### config.mk
export PLATFORM = sky130hd
export DESIGN_NAME = sync_fifo_wrap
export DESIGN_NICKNAME = d
export VERILOG_FILES = /design/src/rtl/sync_fifo_wrap.sv
export SDC_FILE = /design/constraint.sdc
export NUM_CORES = 1
export LEC_CHECK = 0
export BUFFER_PORTS_ARGS = -buffer_cell sky130_fd_sc_hd__buf_4
export CORE_MARGIN = 2
export CORE_UTILIZATION = 41
export DETAILED_ROUTE_END_ITERATION = 6
export GPL_TIMING_DRIVEN = 0
export PLACE_DENSITY = 0.56
export SLEW_MARGIN = 20
export SYNTH_ARGS = -nofsm -noshare
export SYNTH_HDL_FRONTEND = slang
export SYNTH_SLANG_ARGS = --single-unit
### constraint.sdc
create_clock -name clk_i -period 4.3 [get_ports clk_i]
set_clock_uncertainty 0.15 [all_clocks]
set_input_delay 0.215 -clock clk_i [delete_from_list [all_inputs] [get_ports clk_i]]
set_output_delay 0.215 -clock clk_i [all_outputs]
set_load 0.01 [all_outputs]
### src/rtl/sync_fifo_wrap.sv
// Single-clock FWFT FIFO: head word on r_dout_o with zero read latency, flags decoded from the registered count.
// Backpressure: writes are dropped while full unless a read pops in the same cycle; reads while empty are ignored.
module sync_fifo_wrap #(
  parameter int ADDR_WIDTH  = 4,
  parameter int DATA_WIDTH  = 65,
  parameter int AFULL_LEVEL = 8
) (
  input  logic                  clk_i,
  input  logic                  reset_i,
  input  logic                  w_en_i,
  input  logic [DATA_WIDTH-1:0] w_din_i,
  output logic [ADDR_WIDTH:0]   w_num_used_o,
  input  logic                  r_en_i,
  output logic [DATA_WIDTH-1:0] r_dout_o,
  output logic [ADDR_WIDTH:0]   r_num_val_o,
  output logic                  afull_o,
  output logic                  full_o,
  output logic                  empty_o
);

  localparam int                DEPTH     = 1 << ADDR_WIDTH;
  localparam logic [ADDR_WIDTH:0] DEPTH_CNT = (ADDR_WIDTH+1)'(DEPTH);
  localparam logic [ADDR_WIDTH:0] AFULL_CNT = (ADDR_WIDTH+1)'(AFULL_LEVEL);
  localparam logic [ADDR_WIDTH:0] ONE_CNT   = (ADDR_WIDTH+1)'(1);
  localparam logic [ADDR_WIDTH-1:0] ONE_PTR = ADDR_WIDTH'(1);

  logic [DATA_WIDTH-1:0] mem_q [DEPTH];
  logic [ADDR_WIDTH-1:0] wr_ptr_q, wr_ptr_d;
  logic [ADDR_WIDTH-1:0] rd_ptr_q, rd_ptr_d;
  logic [ADDR_WIDTH:0]   count_q, count_d;
  logic                  wr_fire;
  logic                  rd_fire;

  // A full FIFO is never empty, so a concurrent read always frees the slot being written.
  assign wr_fire = w_en_i & (~full_o | r_en_i);
  assign rd_fire = r_en_i & ~empty_o;

  always_comb begin
    wr_ptr_d = wr_ptr_q;
    rd_ptr_d = rd_ptr_q;
    count_d  = count_q;
    if (wr_fire) wr_ptr_d = wr_ptr_q + ONE_PTR;
    if (rd_fire) rd_ptr_d = rd_ptr_q + ONE_PTR;
    case ({wr_fire, rd_fire})
      2'b10:   count_d = count_q + ONE_CNT;
      2'b01:   count_d = count_q - ONE_CNT;
      default: count_d = count_q;
    endcase
  end

  always_ff @(posedge clk_i or negedge reset_i) begin
    if (!reset_i) begin
      wr_ptr_q <= '0;
      rd_ptr_q <= '0;
      count_q  <= '0;
    end else begin
      wr_ptr_q <= wr_ptr_d;
      rd_ptr_q <= rd_ptr_d;
      count_q  <= count_d;
    end
  end

  // Storage is deliberately unreset; the pointers alone define what is valid.
  always_ff @(posedge clk_i) begin
    if (wr_fire) mem_q[wr_ptr_q] <= w_din_i;
  end

  assign r_dout_o     = mem_q[rd_ptr_q];
  assign w_num_used_o = count_q;
  assign r_num_val_o  = count_q;
  assign empty_o      = (count_q == '0);
  assign full_o       = (count_q == DEPTH_CNT);
  assign afull_o      = (count_q >= AFULL_CNT);

endmodule

Word level (Yosys, flattened, before mapping)
Memories as Yosys holds them, arrays and structs flattened.
Cells that the tools add are included.

word-level totals
  flip-flop bits (word level) = 13
  bits in latches = 0
  bits in writable memories = 1040
  memory bits (read-only) = 0
  output and inout bits = 78
  word-level logic and storage cells = 22
  memories = 1

cells by class
  add/sub/neg operators = 4
  multiply operators = 0
  divide/modulo/power cells = 0
  $lt $le $gt $ge = 1
  equality and inequality tests = 3
  shift operators = 0
  muxes and demuxes = 3
  bitwise logic cells = 5
  reductions and logical operators = 2

memories
  memory  depth  width  rd ports  clocked after Yosys merged registers in  write ports  RTL line  RTL
  mem_q   16     65     1         0                                        1            27        logic [DATA_WIDTH-1:0] mem_q [DEPTH];

operators with widths
  cell                                                 count
  case mux 5 bit (2 select lines)                      1
  adder 4 x 1 -> 4 bit, second input constant          2
  adder 5 x 1 -> 5 bit, second input constant          1
  equality test 5 bit, second input constant           1
  >= comparator 5 x 4 -> 1 bit, second input constant  1
  logical NOT 5 bit                                    1
  subtractor 5 x 1 -> 5 bit, second input constant     1
  bitwise AND 1 bit                                    2
  equality test 2 x 1 -> 1 bit, second input constant  1
  equality test 2 bit, second input constant           1
  2-to-1 mux 1 bit                                     2
  NOT 1 bit                                            2
  nonzero test 2 bit                                   1
  bitwise OR 1 bit                                     1

Depth between registers and ports, before layout
Gate-level depths: netlist of run 1.

  depth in word-level cells = 6
  mapped depth = 9
  gate-level depth less buffers = 9

Worst setup path after synthesis of run 1
Ideal clock, no wire load.

  path type = reg2reg
  start point = register count_q[0], in the netlist r_num_val_o[0]
  end point = memory mem_q[4][0], enable pin
  library setup time = 0.430 ns
  arrival time = 2.709 ns
  data required time = 3.720 ns
  slack = 1.011 ns
  stages on the path, launching flop included = 6
  clock period less this slack = 3.289 ns
  path through = dfrtp_1 > or4_4 > o31a_4 > inv_2 > nor3b_1 > and2_1

on the way
  cells in the longest elaborated chain, start to end = 6

ends and longest elaborated chain
  element                                 RTL line  RTL
  start: declaration                      30        logic [ADDR_WIDTH:0] count_q, count_d;
  start signal: assignment                59        count_q <= count_d;
  equality test 5 bit                     72        assign full_o = (count_q == DEPTH_CNT);
  NOT 1 bit                               35        assign wr_fire = w_en_i & (~full_o | r_en_i);
  bitwise OR 1 bit                        35
  bitwise AND 1 bit                       35
  2-to-1 mux 1 bit                        65        if (wr_fire) mem_q[wr_ptr_q] <= w_din_i;
  2-to-1 mux 1 bit (implied by the code)  65
  end: declaration                        27

Every way passes these cells.

Worst setup path in the final report of run 1
  start point = register rd_ptr_q[1]
  end point = output r_dout_o[3]

on the way
  cells in the longest elaborated chain, start to end = 1

ends and longest elaborated chain
  element                   RTL line  RTL
  start: declaration        29        logic [ADDR_WIDTH-1:0] rd_ptr_q, rd_ptr_d;
  start signal: assignment  58        rd_ptr_q <= rd_ptr_d;
  memory (16 x 65 bit)      --
  end: declaration          14        output logic [DATA_WIDTH-1:0] r_dout_o,

Every way passes these cells.

==> metrics.md, run 1 <==
| Metric | Value |
|---|---|
| Outcome | finished clean |
| Global-route wire length before repair | 142 mm |
| Number of vias per cell | approximately 5.5 |
| Cells after synthesis | 1955 |
| Worst Path Class, Setup | reg -> out |
| Final slew viol count | 0 |
| Top_reg_cell synth | edfxtp_1 |
| CTS tree | yes |
| Largest net degree at the start of global routing | 39 |
| Layout Cells excl Fill | 3681 |
| CP endpoint kind | primary output |
| Worst-Margin Slew | between 1000 and 1500 ps |
| Net Count, Synth | ~2000 |
| GRT overflow | 0 |
| Final HPWL DP | between 50 and 60 mm |
| Clk slew on worst S/H paths | ~60 ps |
| Max_slew headroom | 29.3% |
| Place WS | between 1000 and 1500 ps |
| Io pins | approximately 150 |
| Post-Place Cells | 3410 |
| Clock Path Buffers | 3 |
| Clock buffers created by TritonCTS | ~110 |
| Crit share post-route | 91.0% |
| Detailed Routing Iterations Pass 1 | 5 |
| Synth Cell Area | about 0.04 mm² |
| FF-to-FF End | r_num_val_o[4] |
| CP required | roughly 4000 ps |
| Htree depth | 3 |
| DIE HEIGHT | roughly 320 µm |
| Power Dens Cells | 675 mW/mm² |
| Post-synth EDFFs | ~1000 |
| Hold WC Path Type | in -> reg |
| Starting density of the core | between 40% and 50% |
| Unique masters post-synth | 37 |
| Max VDD drop | 0.342 mV |
| Initial DRC Count | about 1800 |
| Max FO, Critical Path | 10 |
| Reg2Reg Setup Slack | 1200 ps |
| Syn. warnings | 0 |
| Antenna violations before repair | 5 |
| Antenna Nets Post-Route | 0 |
| IO buf count | between 100 and 150 |
| Achievable Freq | 256 MHz |
| Setup_tns | 0 ps |
| Residual DRC count | 0 |
| Clock sinks | approximately 1100 |
| WL per Instance | 26.5 µm |
| Post-synth top area cell | edfxtp_1 |
| Post-CTS setup buffers | 0 |
| Core Rows | roughly 120 |
| Root Driver | clkbuf_16 |
| DR vias | 20400 |
| Worst Reg2Reg Path Length in Cells | 8 |
| Register area share after synthesis | 77.9% |
| Vias in the first global route | between 20000 and 25000 |
| FFs w/ async S/R, synth | roughly 1.2% |
| Drt total wl | approximately 97 mm |
| Die width | roughly 320 µm |
| Hold_sp | w_din_i[48] |
| Hold path depth | 2 |
| Max_cap viols | 0 |
| Reg-to-reg startpoint | r_num_val_o[1] |
| Final hold vios | 0 |
| Worst Setup Slack, final | roughly 390 ps |
| Share of cells above drive strength 1 | 22.9% |
| Yosys reg bits | around 1100 |
| Synthesized area per cell | 20.7 µm² |
| Leak | 16.1 nW |
| Gpl congestion | 0.712 |
| Nets | about 2400 |
| Ranking of synthesized cells by area | edfxtp_1 (77%), mux4_2 (7.2%), mux2i_1 (6.5%), a221oi_1 (2.8%), a22oi_1 (1.2%) |
| Gr usage total | between 10% and 20% |
| Gates resized, CTS repair | 0 |
| Unrepaired setup endpoints after global routing | no |
| Core area | between 0.09 and 0.1 mm² |
| Final Critical Period | 3910 ps |
| Syn-to-layout area delta | 18.1% |
| Setup-failing EPs final | 0 |
| Startpoint Class | register |
| Top-area cell type share of the netlist area | approximately 77% |
| Die area | between 0.1 and 0.15 mm² |
| Hold Crit Endpoint | mem_q[2][48] |
| Critical path data arrival time | approximately 3600 ps |
| Clock Latency Late Sink | around 680 ps |
| Count of hold buffers inserted by post-cts repair | 70 |
## cells in the final DEF (no fill, tap or decap), types with 2 or more instances in the layout
cell,n
edfxtp_1,1040
mux2i_1,261
buf_4,182
a221oi_1,130
mux4_2,130
clkbuf_16,110
nand2_1,70
dlygate4sd3_1,70
o21ai_0,68
a22oi_1,65
clkbuf_1,61
buf_2,27
clkinv_2,26
clkinv_1,24
and2_4,16
buf_16,14
dfrtp_1,13
ha_1,9
xnor2_1,8
buf_12,8
buf_6,6
bufinv_16,6
inv_6,5
buf_1,4
inv_1,4
clkbuf_4,3
nor2_1,3
clkinvlp_4,3
diode_2,2
nor3b_1,2
mux2_2,2
xor2_1,2
a21oi_1,2
nor2b_1,2
clkinv_4,2
## cell type report
type / count / area, µm²
inverter: 5 / 18.8
tap: 1287 / 1610
timing repair buffer: 238 / 2340
antenna: 2 / 5.00
buffer: 115 / 657
clock inverter: 67 / 500
fill: 8070 / 50300
multi-input combinational: 782 / 8290
clock buffer: 132 / 2840
sequential: 1053 / 31600
## cell usage after synthesis (2+ instances only)
cell         n
o21ai_0     68
and2_1      13
buf_1        4
buf_6        6
xnor2_1      8
edfxtp_1  1040
nand2_1     70
dfrtp_1     13
ha_1         9
a21oi_1      2
and2_2       4
clkbuf_4     3
a221oi_1   130
clkbuf_1    39
mux2_2       2
xor2_1       2
nor2_1       3
buf_4       36
a22oi_1     65
nor2b_1      2
buf_2       27
inv_1        4
nor3b_1      2
mux4_2     130
mux2i_1    261
## kinds of logic after synthesis
kind of cell               count (synthesis)  synth area share (%)
buffers and inverters                    120                  1.67
adders and majority gates                 10                 0.328
muxes                                    393                  13.7
xor gates and xnor gates                  10                 0.216
DFF                                     1053                  77.9
AOI/OAI and AO/OA                        269                  4.98
and+or+nand+nor                          100                  1.13
## metal layers
| layer | vias to the layer above | GRT usage (%) | share of wire (%) |
|---|---|---|---|
| met4 | 6 | 5.37 | 2.3 |
| met5 | - | 0 | 0.029 |
| met1 | 10800 | 24.8 | 42 |
| met2 | 522 | 33.7 | 51 |
| li1 | 8920 | - | - |
| met3 | 161 | 2.75 | 4.4 |
## state kept, by name, indices dropped and copies added (netlist names)
name,count
mem_q,1040
rd_ptr_q,4
wr_ptr_q,4
r_num_val_o,5
## per-stage QoR
stage	total power, mW	utilization, %	hold WS, ps	area, µm²
6_report	32.3	48.7	232	47800
5_1_grt	33.7	48.7	241	47800
4_1_cts	32.7	48.7	197	47800
3_5_place_dp	23.9	44.6	-67.8	43800
3_3_place_gp	23.6	44.0	-69.5	43200
2_1_floorplan	19.2	-	-231	40500
## worst max-delay path, stage by stage (launching register included)
cell	delay, ps
dfrtp_1	430
buf_2	230
buf_2	380
clkbuf_1	810
mux4_2	430
a22oi_1	180
nand2_1	200
buf_4	200
## where the power goes
group	internal [mW]	total [mW]	switching, mW
logic	4.40	10.9	6.47
clock network	5.03	8.82	3.79
registers	12.3	12.6	0.265
total	21.8	32.3	10.5
## worst max-delay path by stage
stage               slack (ps)            to            from  cells after the start
floorplan                 1010   mem_q[4][0]  r_num_val_o[0]                      5
global placement          -890  mem_q[3][27]  r_num_val_o[0]                      5
detailed placement        1110   r_dout_o[1]     rd_ptr_q[1]                      7
CTS                        370   r_dout_o[1]     rd_ptr_q[1]                      7
global route               270   r_dout_o[3]     rd_ptr_q[1]                      7
finish                     390   r_dout_o[3]     rd_ptr_q[1]                      7
Power figures use the tool's default switching activity.
==> run 2, diff against run 1 <==
--- a/config.mk
+++ b/config.mk
@@ -5,9 +5,11 @@
 export SDC_FILE = /design/constraint.sdc
 export NUM_CORES = 1
 export LEC_CHECK = 0
+export ABC_AREA = 1
 export BUFFER_PORTS_ARGS = -buffer_cell sky130_fd_sc_hd__buf_4
 export CORE_MARGIN = 2
 export CORE_UTILIZATION = 41
+export CTS_BUF_LIST = sky130_fd_sc_hd__clkbuf_16
 export DETAILED_ROUTE_END_ITERATION = 6
 export GPL_TIMING_DRIVEN = 0
 export PLACE_DENSITY = 0.56
==> run 2 against run 1 <==
Net effect: register-to-register slack worse by 200 ps; die area rose by 9.2%; first-iteration DRC count grew 41%; via count rose by 45%; fmax is 3.3% higher; cell count increased by 67%; setup slack improved by 120 ps; combinational power up 17%; largest power group is now combinational logic; synthesized area up 9.3%.
==> metrics.md, run 2 <==
| Metric | Value |
|---|---|
| Top-area cell type share of the netlist area | 70.6% (-6.6 points) |
| Vias in the first global route | 28200 (+32%) |
| Yosys reg bits | 1053 (unchanged) |
| Hold WC Path Type | in -> reg |
| Max FO, Critical Path | 10 (unchanged) |
| Worst-Margin Slew | 1010 ps (-47.9 ps) |
| Final Instance Area | 0.0525 mm² (+9.9%) |
| Max VDD drop | 0.398 mV (+16%) |
| Worst path most repeated cell | nand2_1 |
| Initial DRC Count | 2549 (+41%) |
| Combinational power share | 36.9% (+3.3 points) |
| WL per Instance | 18.8 µm (-29%) |
| Psw | 12.9 mW (+22%) |
| Die area | 0.111 mm² (+9.2%) |
| FFs w/ async S/R, synth | 1.23% (unchanged) |
| Cells after synthesis | 4178 (+110%) |
| Setup-failing EPs final | 0 (unchanged) |
| Critical path data arrival time | 3420 ps (-130 ps) |
| Io pins | 147 (unchanged) |
| Final slew viol count | 0 (unchanged) |
| Switching share of total power | 37.3% (+4.7 points) |
| Drt total wl | 115 mm (+18%) |
| Crit share post-route | 88.1% (-2.9 points) |
| Crit-path max cell delay | 800 ps (about the same) |
| Placed inst area | 0.0483 mm² (+10%) |
| Die width | 333 µm (+4.5%) |
| Largest register FFs | 1040 (unchanged) |
| Critical path, cell by cell | inv_1, clkbuf_1, buf_2, nand2_1, nor2_1, nand2_1, nand2_1, buf_4 |
| Startpoint Class | register |
| Unique masters post-synth | 21 (-43%) |
| Syn. warnings | 0 (unchanged) |
| Final hold vios | 0 (unchanged) |
| Gates resized, CTS repair | 0 (unchanged) |
| Commonest cells after routing, fill and taps aside | nand2_1 (1666), edfxtp_1 (1040), inv_1 (432), nand3_1 (402), nor2_1 (394) |
| Met2 Track Usage GR | 33.8% (+0.074 points) |
| IO buf count | 146 (unchanged) |
| Syn-to-layout area delta | 18.7% |
| Max_cap viols | 0 (unchanged) |
| Top reg by flops | mem_q |
| Gpl congestion | 0.782 (+9.9%) |
| Detailed Routing Iterations Pass 1 | 6 (+1) |
| Net Count, Synth | 4257 (+110%) |
| Post-Place Cells | 5865 (+72%) |
| Place WS | 1050 ps (-65.0 ps) |
| Root Driver | clkbuf_16 |
| Antenna Nets Post-Route | 0 (unchanged) |
| CTS tree | yes |
| GRT met1 Usage | 28.8% (+4.0 points) |
| Outcome | finished clean |
| Leak | 22.0 nW (+37%) |
| Most common cell in the netlist | nand2_1 |
| Register area share after synthesis | 71.3% (-6.6 points) |
| Starting density of the core | 41.3% (+0.081 points) |
| DIE HEIGHT | 333 µm (+4.5%) |
| Layout Cells excl Fill | 6142 (+67%) |
| Met3 Resource Use GR | 2.75% (about the same) |
| Synth Cell Area | 0.0443 mm² (+9.3%) |
| Clock Latency Late Sink | 680 ps (about the same) |
| Clock Path Buffers | 3 (unchanged) |
| Busiest grt layer | met2 |
| Nets | 4724 (+98%) |
| Power Dens Cells | 656 mW/mm² (-2.9%) |
| Synth cell count leaders | nand2_1 (1666), edfxtp_1 (1040), inv_1 (410) |
| Final HPWL DP | 79.1 mm (+35%) |
| Clock sinks | 1053 (unchanged) |
| Share of cells above drive strength 1 | 13.2% (-9.6 points) |
| Total power | 34.5 mW (+6.7%) |
| Slowest cell on crit path | clkbuf_1 |
| Residual DRC count | 0 (unchanged) |
| Setup_tns | 0 ps (unchanged) |
| Largest net degree at the start of global routing | 17 (-56%) |
| Clk slew on worst S/H paths | 60 ps (about the same) |
| Worst Path Class, Setup | reg -> out |
| CP endpoint kind | primary output |
| Final Critical Period | 3790 ps (-125 ps) |
| Number of vias per cell | 4.81 (-13%) |
| Reg2Reg Setup Slack | 1000 ps (-200 ps) |
| Worst hold margin | 230 ps (-1.82 ps) |
| Synthesized area per cell | 10.6 µm² (-49%) |
| Ranking of synthesized cells by area | edfxtp_1 (71%), nand2_1 (14%), nand3_1 (4.5%), inv_1 (3.5%), nor2_1 (3.3%) |
| Post-synth top area cell | edfxtp_1 |
| Core area | 0.107 mm² (+9.1%) |
| Global-route wire length before repair | 174 mm (+22%) |
| Max_slew headroom | 32.5% (+3.2 points) |
| Htree depth | 3 (unchanged) |
| DR vias | 29500 (+45%) |
| Core Rows | 120 (+4.3%) |
| Unrepaired setup endpoints after global routing | no |
| Commonest non-fill, non-tap cell in the layout | nand2_1 |
| Pint | 21.6 mW (-0.77%) |
| Post-synth EDFFs | 1040 (unchanged) |
| Top_reg_cell synth | edfxtp_1 |
| Clock buffers created by TritonCTS | 111 (+2.8%) |
| CP required | 3930 ps (about the same) |
| Seq pwr share | 35.8% (-3.2 points) |
| Share of the core filled with cells | 49.1% (+0.35 points) |
| Gr usage total | 20.7% (+1.6 points) |
| Worst Setup Slack, final | 513 ps (+125 ps) |
| Share of power burned in the clock network | 27.3% (about the same) |
| Antenna violations before repair | 3 (-2) |
| Achievable Freq | 264 MHz (+3.3%) |
| GRT overflow | 0 (unchanged) |
-- run 2: what timing repair did --
| item | 4_1_cts | 5_1_grt |
|---|---|---|
| hold buffers | 70 | 0 |
| buffers inserted | 0 | 0 |
| endpoints found under the hold margin | 1059 | 0 |
-- run 2: cells by family (layout without fill, tap and decap cells) --
family                   after synthesis  in the layout  share of synthesized area [%]
AO/OA/AOI/OAI                          6              6                         0.0679
XOR/XNOR                               4              4                         0.0792
adder cells (fa/ha/maj)               10             10                          0.300
buffers and inverters                623           1181                           6.00
flip-flops                          1053           1053                           71.3
other                                  0              3                              0
AND/OR/NAND/NOR                     2482           2482                           22.3
-- run 2: critical path: cells and delay by family (launching register included) --
kind,cells,cell delay [ps]
buffers and inverters,4,1680
flip-flops,1,450
AND/OR/NAND/NOR,4,590
-- run 2: area by class of cell --
cell class	instances	area [µm²]
Fill cell	9597	54500
Buffer	209	1100
Tap cell	1403	1760
Antenna cell	3	7.51
Sequential cell	1053	31600
Timing Repair Buffer	354	2880
Clock inverter	91	728
Clock buffer	113	2830
Inverter	414	1550
Multi-Input combinational cell	2502	10100
-- run 2: power by group through the flow --
stage	Clock, mW	Combinational, mW	Sequential (mW)
6_report	9.40	12.7	12.3
5_1_grt	9.94	14.1	12.4
4_1_cts	9.56	12.9	12.3
3_5_place_dp	0	12.8	12.5
3_3_place_gp	0	12.4	12.8
2_1_floorplan	0	7.23	12.6
-- run 2: worst paths after layout --
path | from | end | cells past startpoint
max | rd_ptr_q[3] | r_dout_o[60] | 8
min | w_en_i | wr_ptr_q[0] | 4
max reg2reg | r_num_val_o[0] | mem_q[9][33] | 9
min reg2reg | wr_ptr_q[3] | wr_ptr_q[3] | 2
max in group asynchronous | reset_i | rd_ptr_q[0] | 3
min in group asynchronous | reset_i | r_num_val_o[0] | 3
-- run 2: metal layers --
metal,vias up,part of all wire [%]
li1,14500,-
met1,14100,45
met2,810,47
met3,170,5.3
met4,0,2.8
met5,-,0
